File: config.mk
export PLATFORM = sky130hd
export DESIGN_NAME = math_unit_seq
export DESIGN_NICKNAME = d
export VERILOG_FILES = /design/src/rtl/math_unit_seq_pkg.sv /design/src/rtl/math_unit_seq_addsub.sv /design/src/rtl/math_unit_seq.sv
export SDC_FILE = /design/constraint.sdc
export NUM_CORES = 1
export LEC_CHECK = 0
export BUFFER_PORTS_ARGS = -buffer_cell sky130_fd_sc_hd__buf_2
export CORE_MARGIN = 5
export CORE_UTILIZATION = 59
export CTS_BUF_LIST = sky130_fd_sc_hd__clkbuf_2 sky130_fd_sc_hd__clkbuf_4 sky130_fd_sc_hd__clkbuf_8
export DETAILED_ROUTE_END_ITERATION = 12
export HOLD_SLACK_MARGIN = 0.12
export MAX_ROUTING_LAYER = met4
export PLACE_DENSITY = 0.84
export SLEW_MARGIN = 20
export SYNTH_ARGS = -nofsm -noshare
export SYNTH_HDL_FRONTEND = slang
export SYNTH_HIERARCHICAL = 1
export SYNTH_SLANG_ARGS = --single-unit
File: constraint.sdc
create_clock -name clk -period 2.15 [get_ports clk]
set_input_delay 0.1075 -clock clk [delete_from_list [all_inputs] [get_ports clk]]
set_output_delay 0.1075 -clock clk [all_outputs]
set_load 0.005 [all_outputs]
File: src/rtl/math_unit_seq_pkg.sv
// Shared opcodes and FSM state encoding for the sequential math unit.
package math_pkg;

  localparam logic [1:0] OP_ADD = 2'd0;
  localparam logic [1:0] OP_SUB = 2'd1;
  localparam logic [1:0] OP_SHL = 2'd2;
  localparam logic [1:0] OP_SHR = 2'd3;

  typedef enum logic [1:0] {
    ST_IDLE  = 2'd0,
    ST_SHIFT = 2'd1,
    ST_DONE  = 2'd2
  } state_t;

endpackage

File: src/rtl/math_unit_seq_addsub.sv
// Combinational WIDTH-bit adder/subtractor; carry is borrow on SUB, ovf is signed overflow.
module math_addsub #(
  parameter int WIDTH = 8
) (
  input  logic [WIDTH-1:0] a,
  input  logic [WIDTH-1:0] b,
  input  logic             sub,
  output logic [WIDTH-1:0] sum,
  output logic             carry,
  output logic             ovf
);

  logic [WIDTH-1:0] b_eff;
  logic [WIDTH:0]   full;

  assign b_eff = sub ? ~b : b;
  assign full  = {1'b0, a} + {1'b0, b_eff} + {{WIDTH{1'b0}}, sub};
  assign sum   = full[WIDTH-1:0];
  assign carry = sub ? ~full[WIDTH] : full[WIDTH];
  assign ovf   = (a[WIDTH-1] == b_eff[WIDTH-1]) && (full[WIDTH-1] != a[WIDTH-1]);

endmodule

File: src/rtl/math_unit_seq.sv
// ADD/SUB in 1 cycle, shifts iterate one bit per cycle (k cycles); valid/ready on both sides.
// Result is held in DONE until out_ready; a new op may be accepted on the retiring edge.
module math_unit_seq
  import math_pkg::*;
#(
  parameter int WIDTH     = 8,
  parameter int ARITH_SHR = 0
) (
  input  logic                       clk,
  input  logic                       rst_n,
  input  logic                       in_valid,
  output logic                       in_ready,
  input  logic [1:0]                 op,
  input  logic [WIDTH-1:0]           a,
  input  logic [WIDTH-1:0]           b,
  input  logic [$clog2(WIDTH)-1:0]   shamt,
  output logic                       out_valid,
  input  logic                       out_ready,
  output logic [WIDTH-1:0]           y,
  output logic                       carry,
  output logic                       ovf,
  output logic                       zero
);

  localparam int SW = $clog2(WIDTH);

  state_t           state, state_nxt;
  logic [WIDTH-1:0] acc;
  logic [SW-1:0]    cnt;
  logic             shr_r;
  logic             accept;
  logic             is_shift;
  logic [WIDTH-1:0] sum_w;
  logic             carry_w;
  logic             ovf_w;
  logic [WIDTH:0]   step_a;
  logic [WIDTH:0]   step_acc;

  // One-bit shift; MSB of the result is the bit shifted out.
  function automatic logic [WIDTH:0] step(input logic [WIDTH-1:0] v, input logic shr);
    logic fill;
    fill = (ARITH_SHR != 0) ? v[WIDTH-1] : 1'b0;
    if (shr) step = {v[0], fill, v[WIDTH-1:1]};
    else     step = {v[WIDTH-1], v[WIDTH-2:0], 1'b0};
  endfunction

  assign is_shift = op[1];
  assign accept   = in_valid && in_ready;
  assign step_a   = step(a, op == OP_SHR);
  assign step_acc = step(acc, shr_r);

  math_addsub #(.WIDTH(WIDTH)) u_addsub (
    .a     (a),
    .b     (b),
    .sub   (op == OP_SUB),
    .sum   (sum_w),
    .carry (carry_w),
    .ovf   (ovf_w)
  );

  always_ff @(posedge clk or negedge rst_n) begin
    if (!rst_n) state <= ST_IDLE;
    else        state <= state_nxt;
  end

  always_comb begin
    state_nxt = state;
    in_ready  = 1'b0;
    out_valid = 1'b0;
    case (state)
      ST_IDLE:  in_ready = 1'b1;
      ST_DONE: begin
        in_ready  = out_ready;
        out_valid = 1'b1;
        if (out_ready && !in_valid) state_nxt = ST_IDLE;
      end
      ST_SHIFT: if (cnt == SW'(1)) state_nxt = ST_DONE;
      default:  state_nxt = ST_IDLE;
    endcase
    if (accept) state_nxt = (!is_shift || shamt <= SW'(1)) ? ST_DONE : ST_SHIFT;
  end

  always_ff @(posedge clk or negedge rst_n) begin
    if (!rst_n) begin
      acc   <= '0;
      cnt   <= '0;
      shr_r <= 1'b0;
      y     <= '0;
      carry <= 1'b0;
      ovf   <= 1'b0;
      zero  <= 1'b0;
    end else if (accept) begin
      if (!is_shift) begin
        y     <= sum_w;
        carry <= carry_w;
        ovf   <= ovf_w;
        zero  <= (sum_w == '0);
      end else if (shamt == '0) begin
        y     <= a;
        carry <= 1'b0;
        ovf   <= 1'b0;
        zero  <= (a == '0);
      end else if (shamt == SW'(1)) begin
        y     <= step_a[WIDTH-1:0];
        carry <= step_a[WIDTH];
        ovf   <= 1'b0;
        zero  <= (step_a[WIDTH-1:0] == '0);
      end else begin
        acc   <= step_a[WIDTH-1:0];
        cnt   <= shamt - SW'(1);
        shr_r <= (op == OP_SHR);
      end
    end else if (state == ST_SHIFT) begin
      acc <= step_acc[WIDTH-1:0];
      cnt <= cnt - SW'(1);
      // Final iteration publishes the result in the same edge it is computed.
      if (cnt == SW'(1)) begin
        y     <= step_acc[WIDTH-1:0];
        carry <= step_acc[WIDTH];
        ovf   <= 1'b0;
        zero  <= (step_acc[WIDTH-1:0] == '0);
      end
    end
  end

endmodule

Word level (Yosys, flattened, before mapping)
Cells that the tools add are included.
{"block": "op_classes", "mux": 45, "n_reduce_logical": 18, "order_cmp": 1, "add_sub_neg": 4, "bitwise": 4, "n_eq_ne": 15}
{"op": "$mux 8", "count": 12}
{"op": "$logic_not 8->1", "count": 4}
{"op": "$mux 1", "count": 20}
{"op": "$mux 9", "count": 2}
{"op": "$mux 3", "count": 5}
{"op": "$add 8x8->9", "count": 1}
{"op": "$add 9x1->9", "count": 1}
{"op": "$mux 2", "count": 4}
{"op": "$ne 2x2->1 const B", "count": 4}
{"op": "$not 8->8", "count": 1}
{"op": "$reduce_and 4->1", "count": 2}
{"op": "$eq 3x1->1 const B", "count": 2}
{"op": "$ne 3x3->1 const B", "count": 2}
{"op": "$pmux 2 s3", "count": 1}
{"op": "$reduce_and 3->1", "count": 2}
{"op": "$sub 3x1->3 const B", "count": 2}
{"op": "$eq 2x1->1 const B", "count": 2}
{"op": "$eq 2x2->1 const B", "count": 2}
{"op": "$ne 4x2->1 const B", "count": 1}
{"op": "$reduce_bool 2->1", "count": 2}
{"op": "$le 3x1->1 const B", "count": 1}
{"op": "$logic_and 1x1->1", "count": 3}
{"op": "$logic_not 3->1", "count": 1}
{"op": "$not 1->1", "count": 3}
{"op": "6 further kinds", "count": 7}
{"block": "word_totals", "word_cells": 95, "ff_bits": 25}

Longest topological paths before layout
{"block": "depth", "ltp_word": 8, "depth_mapped": 16}

Modules after synthesis
The synthesis kept the hierarchy.
{"module": "math_unit_seq", "cells_per_inst": 199, "n_inst": 1, "area_per_inst_um2": 1779.2}
{"module": "math_addsub", "cells_per_inst": 59, "n_inst": 1, "area_per_inst_um2": 445.4}

Worst setup path before layout
OpenSTA, ideal clock, no wires.
{"block": "synth_timing", "path_type": "input to register", "startpoint": "in op[1]", "endpoint": "reg zero", "path_slack_ns": -0.626, "arrival_ns": 2.710, "stages": 16, "n_path_buf": 3, "path_cell_list": "buf_6 -> clkbuf_1 -> nor2b_1 -> buf_2 -> xor2_1 -> inv_1 -> fa_1 -> nor2b_1 -> o21ai_1 -> a21oi_1 -> nor2_1 -> xnor2_1 -> nor4_1 -> nand3_1 -> o2111ai_1 -> a22o_1"}
{"block": "synth_via", "elab_chain_cells": 7, "elab_cells_between_ends": 14}
{"element": "start: declaration", "line_no": "math_unit_seq.sv:13", "source": "input logic [1:0] op,"}
{"element": "$eq 2x1->1 (*)", "line_no": "math_unit_seq.sv:55", "source": ".sub (op == OP_SUB),"}
{"element": "$mux 8", "line_no": "math_unit_seq_addsub.sv:16", "source": "assign b_eff = sub ? ~b : b;"}
{"element": "$add 8x8->9", "line_no": "math_unit_seq_addsub.sv:17", "source": "assign full = {1'b0, a} + {1'b0, b_eff} + {{WIDTH{1'b0}}, sub};"}
{"element": "$add 9x1->9 (*)", "line_no": "math_unit_seq_addsub.sv:17"}
{"element": "net sum_w[6]", "line_no": "math_unit_seq.sv:33", "source": "logic [WIDTH-1:0] sum_w;"}
{"element": "$logic_not 8->1 (*)", "line_no": "math_unit_seq.sv:97", "source": "zero <= (sum_w == '0);"}
{"element": "$mux 1 (*)", "line_no": "math_unit_seq.sv:93", "source": "if (!is_shift) begin"}
{"element": "$mux 1 (*)", "line_no": "math_unit_seq.sv:92", "source": "end else if (accept) begin"}
{"element": "end signal: assignment", "line_no": "math_unit_seq.sv:97"}
{"element": "end signal: assignment", "line_no": "math_unit_seq.sv:102", "source": "zero <= (a == '0);"}
{"element": "end signal: assignment", "line_no": "math_unit_seq.sv:107", "source": "zero <= (step_a[WIDTH-1:0] == '0);"}
{"element": "end: declaration", "line_no": "math_unit_seq.sv:22", "source": "output logic zero"}
Mark *: on every way through the listed nets, which the timed path passes. The rest lies on a longest branch. The select of a mux whose other input is x is not followed.
A chain may end at the register's enable or synchronous reset.

Worst setup path in the final report
Same ends and word-level chain as after synthesis.

==> impl_metrics.env <==
export IMPL_synth_edff_count=0
export IMPL_netlist_area_sq_um=2220
export IMPL_rr_endpoint="y[0]"
export IMPL_drt_total_wl_microns=6060
export IMPL_r2r_setup_slack_ps=270
export IMPL_leakage_nw=1.30
export IMPL_async_flop_share_pct=100
export IMPL_ios=38
export IMPL_layout_nets=351
export IMPL_placementRows=22
export IMPL_synth_simple_gate_area_share_pct=19.2
export IMPL_clk_pin_slew_ps=100
export IMPL_wl_per_cell_microns=16.9
export IMPL_whs_ps=155
export IMPL_final_area_sq_um=2730
export IMPL_hold_depth=3
export IMPL_slew_violations=0
export IMPL_combPwrFrac_pct=55.9
export IMPL_multi_input_area_sq_um=1550
export IMPL_gp_congestion=0.920
export IMPL_final_hold_violation_count=0
export IMPL_synth_mux_area_fraction_pct=13.2
export IMPL_min_to="cnt[0]"
export IMPL_relSlewSlack_pct=58.4
export IMPL_dieArea_sq_um=5100
export IMPL_grt_usage_pct=23.9
export IMPL_min_from="shamt[0]"
export IMPL_avgSynthCellArea_sq_um=8.62
export IMPL_portBuffers=37
export IMPL_fin_crit_ps=2110
export IMPL_drtIter0Drc=155
export IMPL_seq_area_frac_synth_pct=28.1
export IMPL_diodes=0
export IMPL_grt_pass1_wl_microns=9670
export IMPL_r2r_cells=7
export IMPL_synth_top_family_by_area="compound AO/OA/AOI/OAI gates"
export IMPL_end_kind="register"
export IMPL_worstPathRequired_ps=2380
export IMPL_yosys_area_top_type_share_pct=28.1
export IMPL_synth_compound_area_share_pct=19.4
export IMPL_hold_class="in -> reg"
export IMPL_grt_overflow_total=0
export IMPL_netlist_top_cells_count="nand2_1 (26), dfrtp_1 (25), nor2_1 (15), o21ai_1 (15)"
export IMPL_synth_area_top_cells="dfrtp_1 (28%), ha_1 (7.3%), mux2i_1 (6.3%)"
export IMPL_cp_max_fo=2
export IMPL_grt_pass1_vias=2016
export IMPL_synthAdderAreaFrac_pct=8.21
export IMPL_antenna_left=0
export IMPL_die_w_microns=71.4
export IMPL_cts_buffer_depth=2
export IMPL_finalSetupViolCount=0
export IMPL_grt_antenna_before_repair=0
export IMPL_ys_warn_count=6
export IMPL_drcViolationCount=0
export IMPL_postPlaceCellArea_sq_um=2600
export IMPL_startpoint="op[1]"
export IMPL_fill_cells=272
export IMPL_clock_root_buffer="clkbuf_8"
export IMPL_ir_worst_vdd_uv=627
export IMPL_tritoncts="yes"
export IMPL_layout_drive_gt1_share_pct=29.3
export IMPL_synth_xor_area_share_pct=6.30
export IMPL_vias=2202
export IMPL_grt_max_degree=26
export IMPL_area_delta_synth_final_pct=22.7
export IMPL_pwr_share_seq_pct=33.1
export IMPL_ys_flop_type="dfrtp_1"
export IMPL_cts_max_level=1
export IMPL_synth_cells=258
export IMPL_start_util_pct=60.8
export IMPL_synth_distinct_cells=50
export IMPL_viasPerCell=6.13
export IMPL_synth_area_leader_cell="dfrtp_1"
export IMPL_clk_latency_ps=280
export IMPL_die_h_microns=71.4
export IMPL_p_total_mw=2.69
export IMPL_fmax_ghz=0.475
export IMPL_syn_num_nets=297
export IMPL_maxCapViolCount=0
export IMPL_status="completed"
export IMPL_ys_seq_elements=25
export IMPL_powerDensity_nw_per_um2=987
export IMPL_fin_crit_sh_pct=98.0
export IMPL_seq_area_sq_um=626
export IMPL_cts_sinks=25
export IMPL_first_pass_iters=5
export IMPL_yosysMostFrequentCell="nand2_1"
export IMPL_start_kind="input pin"
export IMPL_swShare_pct=43.2
export IMPL_worst_pin_slew_ps=608
export IMPL_cp_arrival_ps=2330
export IMPL_r2r_start="cnt[1]"
export IMPL_crit_type="in -> reg"
export IMPL_coreArea_sq_um=3660
export IMPL_p_clk_share_pct=11.0
export IMPL_p_int_mw=1.53
export IMPL_skew_ps=8.01
export IMPL_cts_buffers=3
export IMPL_tns_ps=0
export IMPL_p_switching_mw=1.16
export IMPL_hpwlAfterDp_microns=4350
[layout by cell type (no fill, tap or decap), types with 5 or more instances in the layout]
cell type and count:
o221ai_1 6, o21ai_1 14, o21ai_0 10, nand3b_1 5
inv_1 14, mux2i_1 14, a21oi_1 11, buf_2 37
mux2_2 8, nor2b_1 7, nand2_1 26, nor2_1 15
dfrtp_1 25, ha_1 12, buf_4 22, xor2_1 10
nand3_1 6
[metrics by stage]
step	std cells	worst slack, ps	utilization (%)
final	359	43.8	74.5
after detailed placement	352	-205	71.1
after floorplan	258	-273	-
after global placement	352	-130	71.1
after global routing	359	-48.6	74.5
after CTS	358	75.6	73.0
[area by class of cell]
cell class                 instances  share of cell area [%]
clock buffer                       3                    1.51
clock inverter                     1                   0.275
inverter                          14                    1.93
multi-input combinational        206                    56.9
sequential                        25                    22.9
tap                               48                    2.20
timing repair buffer              62                    14.3
[metal layers]
metal	GRT usage, %	share of wire (%)
met1	32.6	42
met2	38.6	49
met3	2.38	7.3
met4	5.01	1.2
met5	-	0
[power groups by stage]
stage / Combinational (mW) / Sequential (mW) / Clock, mW
floorplan: 1.01 / 0.839 / 0
global placement: 1.39 / 0.884 / 0
detailed placement: 1.45 / 0.895 / 0
CTS: 1.45 / 0.886 / 0.301
global route: 1.67 / 0.924 / 0.322
finish: 1.50 / 0.891 / 0.297
[worst max path at each step]
stage	to	slack, ps	cells past startpoint
floorplan	zero	-270	16
global placement	zero	-130	14
detailed placement	zero	-200	14
CTS	zero	80	14
global route	zero	-50	14
finish	zero	40	14
[what timing repair did]
action / in CTS / in global routing
setup buffers: 0 / 1
endpoints found under the hold margin: 26 / 0
setup endpoints to repair: 0 / 2
hold buffers: 2 / 0
gates resized for setup: 0 / 8
[cell families after synthesis]
| family | count (synthesis) |
|---|---|
| buffers and inverters | 27 |
| AOI/OAI and AO/OA | 68 |
| and+or+nand+nor | 81 |
| adders and majority gates | 14 |
| muxes | 27 |
| DFF | 25 |
| xor gates and xnor gates | 16 |
[critical path, stage by stage]
cell,delay (ps)
buf_2,120
nor2b_4,160
xor2_1,190
inv_1,90
fa_2,370
nor2b_2,130
o21ai_2,70
a21oi_2,190
nor2_1,90
xnor2_1,160
nor4_2,270
nand3_1,100
o2111ai_1,120
a22o_1,160
[registers in the layout, indices dropped and copies added (netlist names)]
register and flops:
acc 8, y 8, state 2, carry 1, cnt 3, shr_r 1
ovf 1, zero 1
Power figures use the tool's default switching activity.
